<file path="src/rtl/instr_encoder.sv">
// Packs decoded RV32I fields plus a 32-bit immediate into an instruction word
// and streams legal words into IMEM at an auto-incrementing word address.
module instr_encoder #(
  parameter int unsigned       ADDR_W    = 12,
  parameter logic [ADDR_W-1:0] BASE_ADDR = '0
) (
  input  logic              clk_i,
  input  logic              rst_ni,
  input  logic              start_i,
  input  logic [ADDR_W-1:0] start_addr_i,
  input  logic              in_valid_i,
  output logic              in_ready_o,
  input  logic [1:0]        fmt_i,
  input  logic [6:0]        opcode_i,
  input  logic [2:0]        funct3_i,
  input  logic [6:0]        funct7_i,
  input  logic [4:0]        rd_i,
  input  logic [4:0]        rs1_i,
  input  logic [4:0]        rs2_i,
  input  logic [31:0]       imm_i,
  output logic              imem_we_o,
  output logic [ADDR_W-1:0] imem_addr_o,
  output logic [31:0]       imem_wdata_o,
  input  logic              imem_stall_i,
  output logic              err_o,
  output logic [ADDR_W-1:0] err_addr_o,
  output logic [15:0]       count_o
);

  localparam int unsigned CNT_W = 16;

  localparam logic [1:0] FMT_I = 2'd0;
  localparam logic [1:0] FMT_S = 2'd1;
  localparam logic [1:0] FMT_B = 2'd2;
  localparam logic [1:0] FMT_U = 2'd3;

  logic              we_q, we_d;
  logic [ADDR_W-1:0] addr_q, addr_d;
  logic [31:0]       wdata_q, wdata_d;
  logic              err_q, err_d;
  logic [ADDR_W-1:0] err_addr_q, err_addr_d;
  logic [CNT_W-1:0]  count_q, count_d;
  logic [ADDR_W-1:0] nxt_addr_q, nxt_addr_d;

  logic              complete;
  logic              accept;
  logic              shift_case;
  logic              legal;
  logic              sext12_ok;
  logic              sext13_ok;
  logic [31:0]       packed_word;
  logic [ADDR_W-1:0] wr_addr;

  assign complete   = we_q & ~imem_stall_i;
  assign in_ready_o = ~start_i & (~we_q | ~imem_stall_i);
  assign accept     = in_valid_i & in_ready_o;

  // A write completing this edge frees its slot, so the new word goes one further.
  assign wr_addr = complete ? nxt_addr_q + ADDR_W'(1) : nxt_addr_q;

  assign shift_case = (fmt_i == FMT_I) & opcode_i[4] &
                      ((funct3_i == 3'b001) | (funct3_i == 3'b101));
  assign sext12_ok  = (&imm_i[31:11]) | ~(|imm_i[31:11]);
  assign sext13_ok  = (&imm_i[31:12]) | ~(|imm_i[31:12]);

  // Field packing and immediate range check per format
  always_comb begin
    packed_word = '0;
    legal       = 1'b0;
    case (fmt_i)
      FMT_I: begin
        if (shift_case) begin
          packed_word = {funct7_i, imm_i[4:0], rs1_i, funct3_i, rd_i, opcode_i};
          legal       = ~(|imm_i[31:5]);
        end else begin
          packed_word = {imm_i[11:0], rs1_i, funct3_i, rd_i, opcode_i};
          legal       = sext12_ok;
        end
      end
      FMT_S: begin
        packed_word = {imm_i[11:5], rs2_i, rs1_i, funct3_i, imm_i[4:0], opcode_i};
        legal       = sext12_ok;
      end
      FMT_B: begin
        packed_word = {imm_i[12], imm_i[10:5], rs2_i, rs1_i, funct3_i,
                       imm_i[4:1], imm_i[11], opcode_i};
        legal       = sext13_ok & ~imm_i[0];
      end
      FMT_U: begin
        packed_word = {imm_i[31:12], rd_i, opcode_i};
        legal       = ~(|imm_i[11:0]);
      end
      default: begin
        packed_word = '0;
        legal       = 1'b0;
      end
    endcase
  end

  // Next-state for the output stage, address pointer, error and counter
  always_comb begin
    we_d       = we_q;
    addr_d     = addr_q;
    wdata_d    = wdata_q;
    err_d      = err_q;
    err_addr_d = err_addr_q;
    count_d    = count_q;
    nxt_addr_d = nxt_addr_q;

    if (start_i) begin
      we_d       = 1'b0;
      addr_d     = start_addr_i;
      nxt_addr_d = start_addr_i;
      err_d      = 1'b0;
      err_addr_d = '0;
      count_d    = '0;
    end else begin
      if (complete) begin
        we_d       = 1'b0;
        nxt_addr_d = nxt_addr_q + ADDR_W'(1);
        count_d    = (count_q == {CNT_W{1'b1}}) ? count_q : count_q + CNT_W'(1);
      end
      if (accept) begin
        if (legal) begin
          we_d    = 1'b1;
          addr_d  = wr_addr;
          wdata_d = packed_word;
        end else begin
          err_d = 1'b1;
          if (!err_q) begin
            err_addr_d = wr_addr;
          end
        end
      end
    end
  end

  always_ff @(posedge clk_i or negedge rst_ni) begin
    if (!rst_ni) begin
      we_q       <= 1'b0;
      addr_q     <= BASE_ADDR;
      wdata_q    <= '0;
      err_q      <= 1'b0;
      err_addr_q <= '0;
      count_q    <= '0;
      nxt_addr_q <= BASE_ADDR;
    end else begin
      we_q       <= we_d;
      addr_q     <= addr_d;
      wdata_q    <= wdata_d;
      err_q      <= err_d;
      err_addr_q <= err_addr_d;
      count_q    <= count_d;
      nxt_addr_q <= nxt_addr_d;
    end
  end

  assign imem_we_o    = we_q;
  assign imem_addr_o  = addr_q;
  assign imem_wdata_o = wdata_q;
  assign err_o        = err_q;
  assign err_addr_o   = err_addr_q;
  assign count_o      = count_q;

endmodule

</file>
<file path="config.mk">
export PLATFORM = sky130hd
export DESIGN_NAME = instr_encoder
export DESIGN_NICKNAME = d
export VERILOG_FILES = /design/src/rtl/instr_encoder.sv
export SDC_FILE = /design/constraint.sdc
export NUM_CORES = 1
export LEC_CHECK = 0
export ABC_AREA = 1
export CAP_MARGIN = 25
export CORE_MARGIN = 2
export CORE_UTILIZATION = 65
export CTS_BUF_LIST = sky130_fd_sc_hd__clkbuf_8 sky130_fd_sc_hd__clkbuf_16
export CTS_CLUSTER_DIAMETER = 200
export DETAILED_ROUTE_END_ITERATION = 8
export DONT_BUFFER_PORTS = 1
export PLACE_DENSITY_LB_ADDON = 0.1
export SYNTH_ARGS = -nofsm -noshare
export SYNTH_HDL_FRONTEND = slang
export SYNTH_SLANG_ARGS = --single-unit
</file>
<file path="constraint.sdc">
create_clock -name clk_i -period 4.9 [get_ports clk_i]
set_input_delay 0.98 -clock clk_i [delete_from_list [all_inputs] [get_ports clk_i]]
set_output_delay 0.98 -clock clk_i [all_outputs]
set_load 0.05 [all_outputs]
</file>
## Word-level counts from Yosys, hierarchy flattened

Cells that the tools add are included.

| cells by class | value |
|---|---|
| add/sub/neg operators | 2 |
| equal/unequal tests | 9 |
| multiplexer cells | 23 |
| bitwise logic cells | 18 |
| reductions and logical operators | 15 |

Operator list:

| kind | number |
|---|---|
| one-hot mux 32 bit (4 select lines) | 1 |
| two-way mux 12 bit | 9 |
| two-way mux 16 bit | 3 |
| two-way mux 32 bit | 1 |
| OR reduction 27 bit | 1 |
| AND reduction 21 bit | 1 |
| OR reduction 21 bit | 1 |
| AND reduction 20 bit | 1 |
| OR reduction 20 bit | 1 |
| adder 16 x 1 -> 16 bit (second input constant) | 1 |
| == test 16 bit (second input constant) | 1 |
| adder 12 x 1 -> 12 bit (second input constant) | 1 |
| OR reduction 12 bit | 1 |
| two-way mux 1 bit | 8 |
| inverter 1 bit | 8 |
| bitwise AND 1 bit | 6 |
| inequality test 2 bit (second input constant) | 3 |
| AND reduction 2 bit | 3 |
| AND reduction 3 bit | 2 |
| nonzero test 2 bit | 3 |
| == test 2 bit (second input constant) | 2 |
| OR 1 bit | 4 |
| one-hot mux 1 bit (4 select lines) | 1 |
| == test 3 x 1 -> 1 bit (second input constant) | 1 |
| 3 further kinds | 3 |

| word-level totals | value |
|---|---|
| flip-flop bits (word level) | 86 |
| input port bits | 83 |
| output and inout bits | 75 |
| logic and storage cells | 74 |

## Longest topological paths before layout

| logic depth | value |
|---|---|
| depth in word-level cells | 8 |
| gate-level depth with buffers | 14 |
| depth with buffers taken out | 13 |

## Least setup slack after synthesis

OpenSTA, ideal clock, no wires.

| timing path | value |
|---|---|
| path type | input port to output port |
| from | in start_i |
| to | out in_ready_o |
| arrival | 1.961 ns |
| required time | 3.920 ns |
| path slack | 1.959 ns |
| cell stages on the path | 2 |
| path buffers | 1 |
| path through | clkbuf_1 > nor2_1 |

| between the ends | value |
|---|---|
| word-level cells in the longest chain between the ends | 2 |

Ends and longest elaborated chain:

| element | RTL line | text |
|---|---|---|
| from (decl) | 9 | `input logic start_i,` |
| inverter 1 bit (no source line) | n/a |  |
| bitwise AND 1 bit | 55 | `assign in_ready_o = ~start_i & (~we_q \| ~imem_stall_i);` |
| to (decl) | 12 | `output logic in_ready_o,` |

Every way passes these cells.

## Worst setup path in the final report

| timing path | value |
|---|---|
| from | in fmt_i[0] |
| to | reg wdata_q[6], in the netlist imem_wdata_o[6] |

| between the ends | value |
|---|---|
| word-level cells in the longest chain between the ends | 6 |
| elaborated cells between the ends (all ways) | 10 |
| classes of those cells | 3 x eq/ne; 3 x mux; 2 x bitwise; 2 x reduce/logical |

Ends and longest elaborated chain:

| element | RTL line | text |
|---|---|---|
| from (decl) | 13 | `input logic [1:0] fmt_i,` |
| logical NOT 2 bit | 61, 70 |  |
| bitwise AND 1 bit (2 in a row) | 61 | `assign shift_case = (fmt_i == FMT_I) & opcode_i[4] &` |
| two-way mux 1 bit | 72 | `if (shift_case) begin` |
| one-hot mux 1 bit (4 select lines) | 70 | `case (fmt_i)` |
| AND reduction 3 bit (no source line) | n/a |  |
| to (signal assigned) | 150 | `wdata_q <= wdata_d;` |
| to (decl) | 39 | `logic [31:0] wdata_q, wdata_d;` |

Several ways; a longest one is shown, not always the timed one.
A chain may end at the register's enable or synchronous reset.

==> run summary <==
Outcome: finished clean
CP Launch Type: input pin
Placed instance area: 0.00484 mm^2
Sw Pwr: 773 uW
Worst EP arrival: 3190 ps
Syn Std Cell Area: 0.00485 mm^2
Normalized max-slew margin: 0.482
LEAKAGE: 2.55 nW
Final ANT Viol Nets: 0
Top cell type's share of synthesized area: 0.444
Layout filler cell count: 626
Final worst slack: 1990 ps
Number of global-route vias before repair: 4,345
# nets final: 740
Final GP Congestion: 0.986
Internal Power: 1.11 mW
Most frequent cell after synthesis: nand2_1
Primary FF master, synth: dfrtp_1
Post-synth top area cell: dfrtp_1
Die Y: 90.4 um
Final non-filler cell total: 759
Antenna cells: 0
Combinational Power Share: 0.109
CTS root buf: clkbuf_8
Period Utilization, post-route: 0.595
Post-CTS Setup Bufs: 0
CP required: 5180 ps
Initial DRC Count: 298
Mapped Nets: 753
Max Freq: 343 MHz
Crit Path Max Fanout: 50
Crit path top cell by count: nand2_1
Hold Path Class: input pin to async pin
Slowest-stage cell, CP: nand4_4
DR vias/cell: 5.75
Clock Latency Late Sink: 350 ps
Clock network fraction of total power: 0.263
Die area: 0.00817 mm^2
Worst-margin pin slew: 774 ps
Area of the multi-input gates: 0.00234 mm^2
Reg clk slew, reported paths: 90 ps
Wire length of the first global-routing pass: 20.3 mm
Sequential cell area: 0.00215 mm^2
Cell variety after synth: 37
Critical path class: input pin to flop
Final Max Slew Viols: 0
Port buffer count: 0
Initial core utilization: 0.669
Unrepaired setup endpoints after global routing: false
Yosys warns: 0
Maximum root-to-sink buffer count: 2
Vias post-DR: 4,365
IO Pins: 158
Overall global routing resource usage: 0.306
Initial antenna violation count: 0
Number of synthesized flops with an enable pin: 0
Crit end category: flop
Die width: 90.4 um
CTS Hold Bufs: 0
HPWL Detailed: 9.21 mm
Drt pass-1 iters: 5
Sequential area share after synthesis: 0.444
Core area: 0.00725 mm^2
Largest cells by area after synthesis: dfrtp_1 44%, nand2_1 19%, nor2_1 5.0%
Htree depth: 3
Cell count after synthesis: 668
Floorplan row count: 31
CTS tree: yes
Pwr dens: 374 mW/mm^2
Wire per inst: 15.9 um
Ys async rst share: 1.00
Peak VDD IR: 0.250 mV
Worst reg-to-reg path cell count: 9
P&R area growth vs syn: 3.92%
Sw Ratio: 0.410
Design Area, Final: 0.00504 mm^2
Fin crit period: 2910 ps
Clk_skew: 8.80 ps
CTS Sinks: 86
Placed Cells: 743
Endpoints failing hold: 0
Total grt overflow: 0
Crit path cell chain: inv_1 -> nand2_1 -> nor2_2 -> nand2_1 -> nand2_1 -> nand2_2 -> nand4_4 -> inv_2 -> nand2_1 -> nand2_1
Max-cap violations: 0
CTS resizes: 0
Place WS: 1650 ps
Setup_tns: 0 ps
Largest net degree at the start of global routing: 87
Most instantiated cells after synthesis: 245 x nand2_1, 86 x dfrtp_1, 65 x nor2_1
CTS Buf Count: 9
CP peak stage delay: 530 ps
Post-route DRC: 0
Post-Syn Area per Cell: 7.26 um^2
Synth Register Bits: 86
Share of layout cells above drive strength 1: 0.0530
Setup violators final: 0
Sequential share of power: 0.628
Total Wirelength: 12.1 mm
worst paths after layout:
kind,from,to,slack [ps]
worst max register to register,count_o[0],count_o[7],2490
worst min-delay path,rst_ni,err_addr_o[3],320
max in group asynchronous,rst_ni,imem_wdata_o[20],4420
min in group clk_i,nxt_addr_q[6],nxt_addr_q[6],630
worst max-delay path,fmt_i[0],imem_wdata_o[6],1990
worst min register to register,nxt_addr_q[6],nxt_addr_q[6],630
power by group through the flow:
stage	clock, mW	sequential [mW]	combinational, mW
CTS	0.504	1.18	0.205
detailed placement	0	1.20	0.204
finish	0.496	1.18	0.204
global placement	0	1.20	0.195
global route	0.534	1.19	0.240
floorplan	0	1.17	0.176
worst max-delay path: cells and delay by family:
family / cells / cell delay [ps]
buffers and inverters: 2 / 510
and+or+nand+nor: 8 / 1700
cell families (layout without fill, tap and decap cells):
family / Yosys count / count (layout) / synth area share
AND/OR/NAND/NOR: 404 / 404 / 0.355
AO/OA/AOI/OAI: 79 / 79 / 0.0934
XOR/XNOR: 8 / 8 / 0.0144
multiplexers: 7 / 7 / 0.0144
flip-flops: 86 / 86 / 0.444
buffers and inverters: 82 / 74 / 0.0738
adder cells (fa/ha/maj): 2 / 2 / 0.00516
area by class of cell:
cell class                      count  share of cell area
Clock buffer                        9              0.0246
Tap cell                           99              0.0246
Sequential cell                    86               0.427
Multi-Input combinational cell    500               0.464
Inverter                           56              0.0417
Clock inverter                      7              0.0149
Timing Repair Buffer                2             0.00298
routing by layer:
layer,wire length [um],global-route usage
met1,5170,0.391
met2,5640,0.487
met3,887,0.0910
met4,405,0.133
met5,0,0
cell usage in the layout (no fill, tap or decap), drive strengths merged:
| master | count |
|---|---|
| a22oi | 6 |
| dfrtp | 86 |
| nand3 | 41 |
| nand4 | 27 |
| clkinvlp | 2 |
| nand2 | 249 |
| nor2 | 69 |
| o31ai | 8 |
| a31o | 1 |
| mux2i | 7 |
| o211a | 1 |
| nand3b | 3 |
| o211ai | 1 |
| ha | 2 |
| o31a | 2 |
| xnor2 | 2 |
| xor2 | 6 |
| nor3 | 11 |
| inv | 58 |
| a21oi | 12 |
| or2 | 2 |
| o21ai | 48 |
| nor4 | 1 |
| clkinv | 2 |
| buf | 2 |
| and2 | 1 |
| bufinv | 1 |
| clkbuf | 9 |
registers in the layout, summed over array words and instances, names as in the netlist:
register / cells
imem_wdata_o: 32
count_o: 16
err_addr_o: 12
imem_addr_o: 12
nxt_addr_q: 12
err_o: 1
imem_we_o: 1
per-stage QoR:
step | hold slack (ps) | util | power, mW
6_report | 319 | 0.695 | 1.88
5_1_grt | 292 | 0.695 | 1.97
4_1_cts | 304 | 0.695 | 1.89
3_5_place_dp | 602 | 0.667 | 1.40
3_3_place_gp | 613 | 0.667 | 1.39
2_1_floorplan | 523 | - | 1.35
Power figures use the tool's default switching activity.
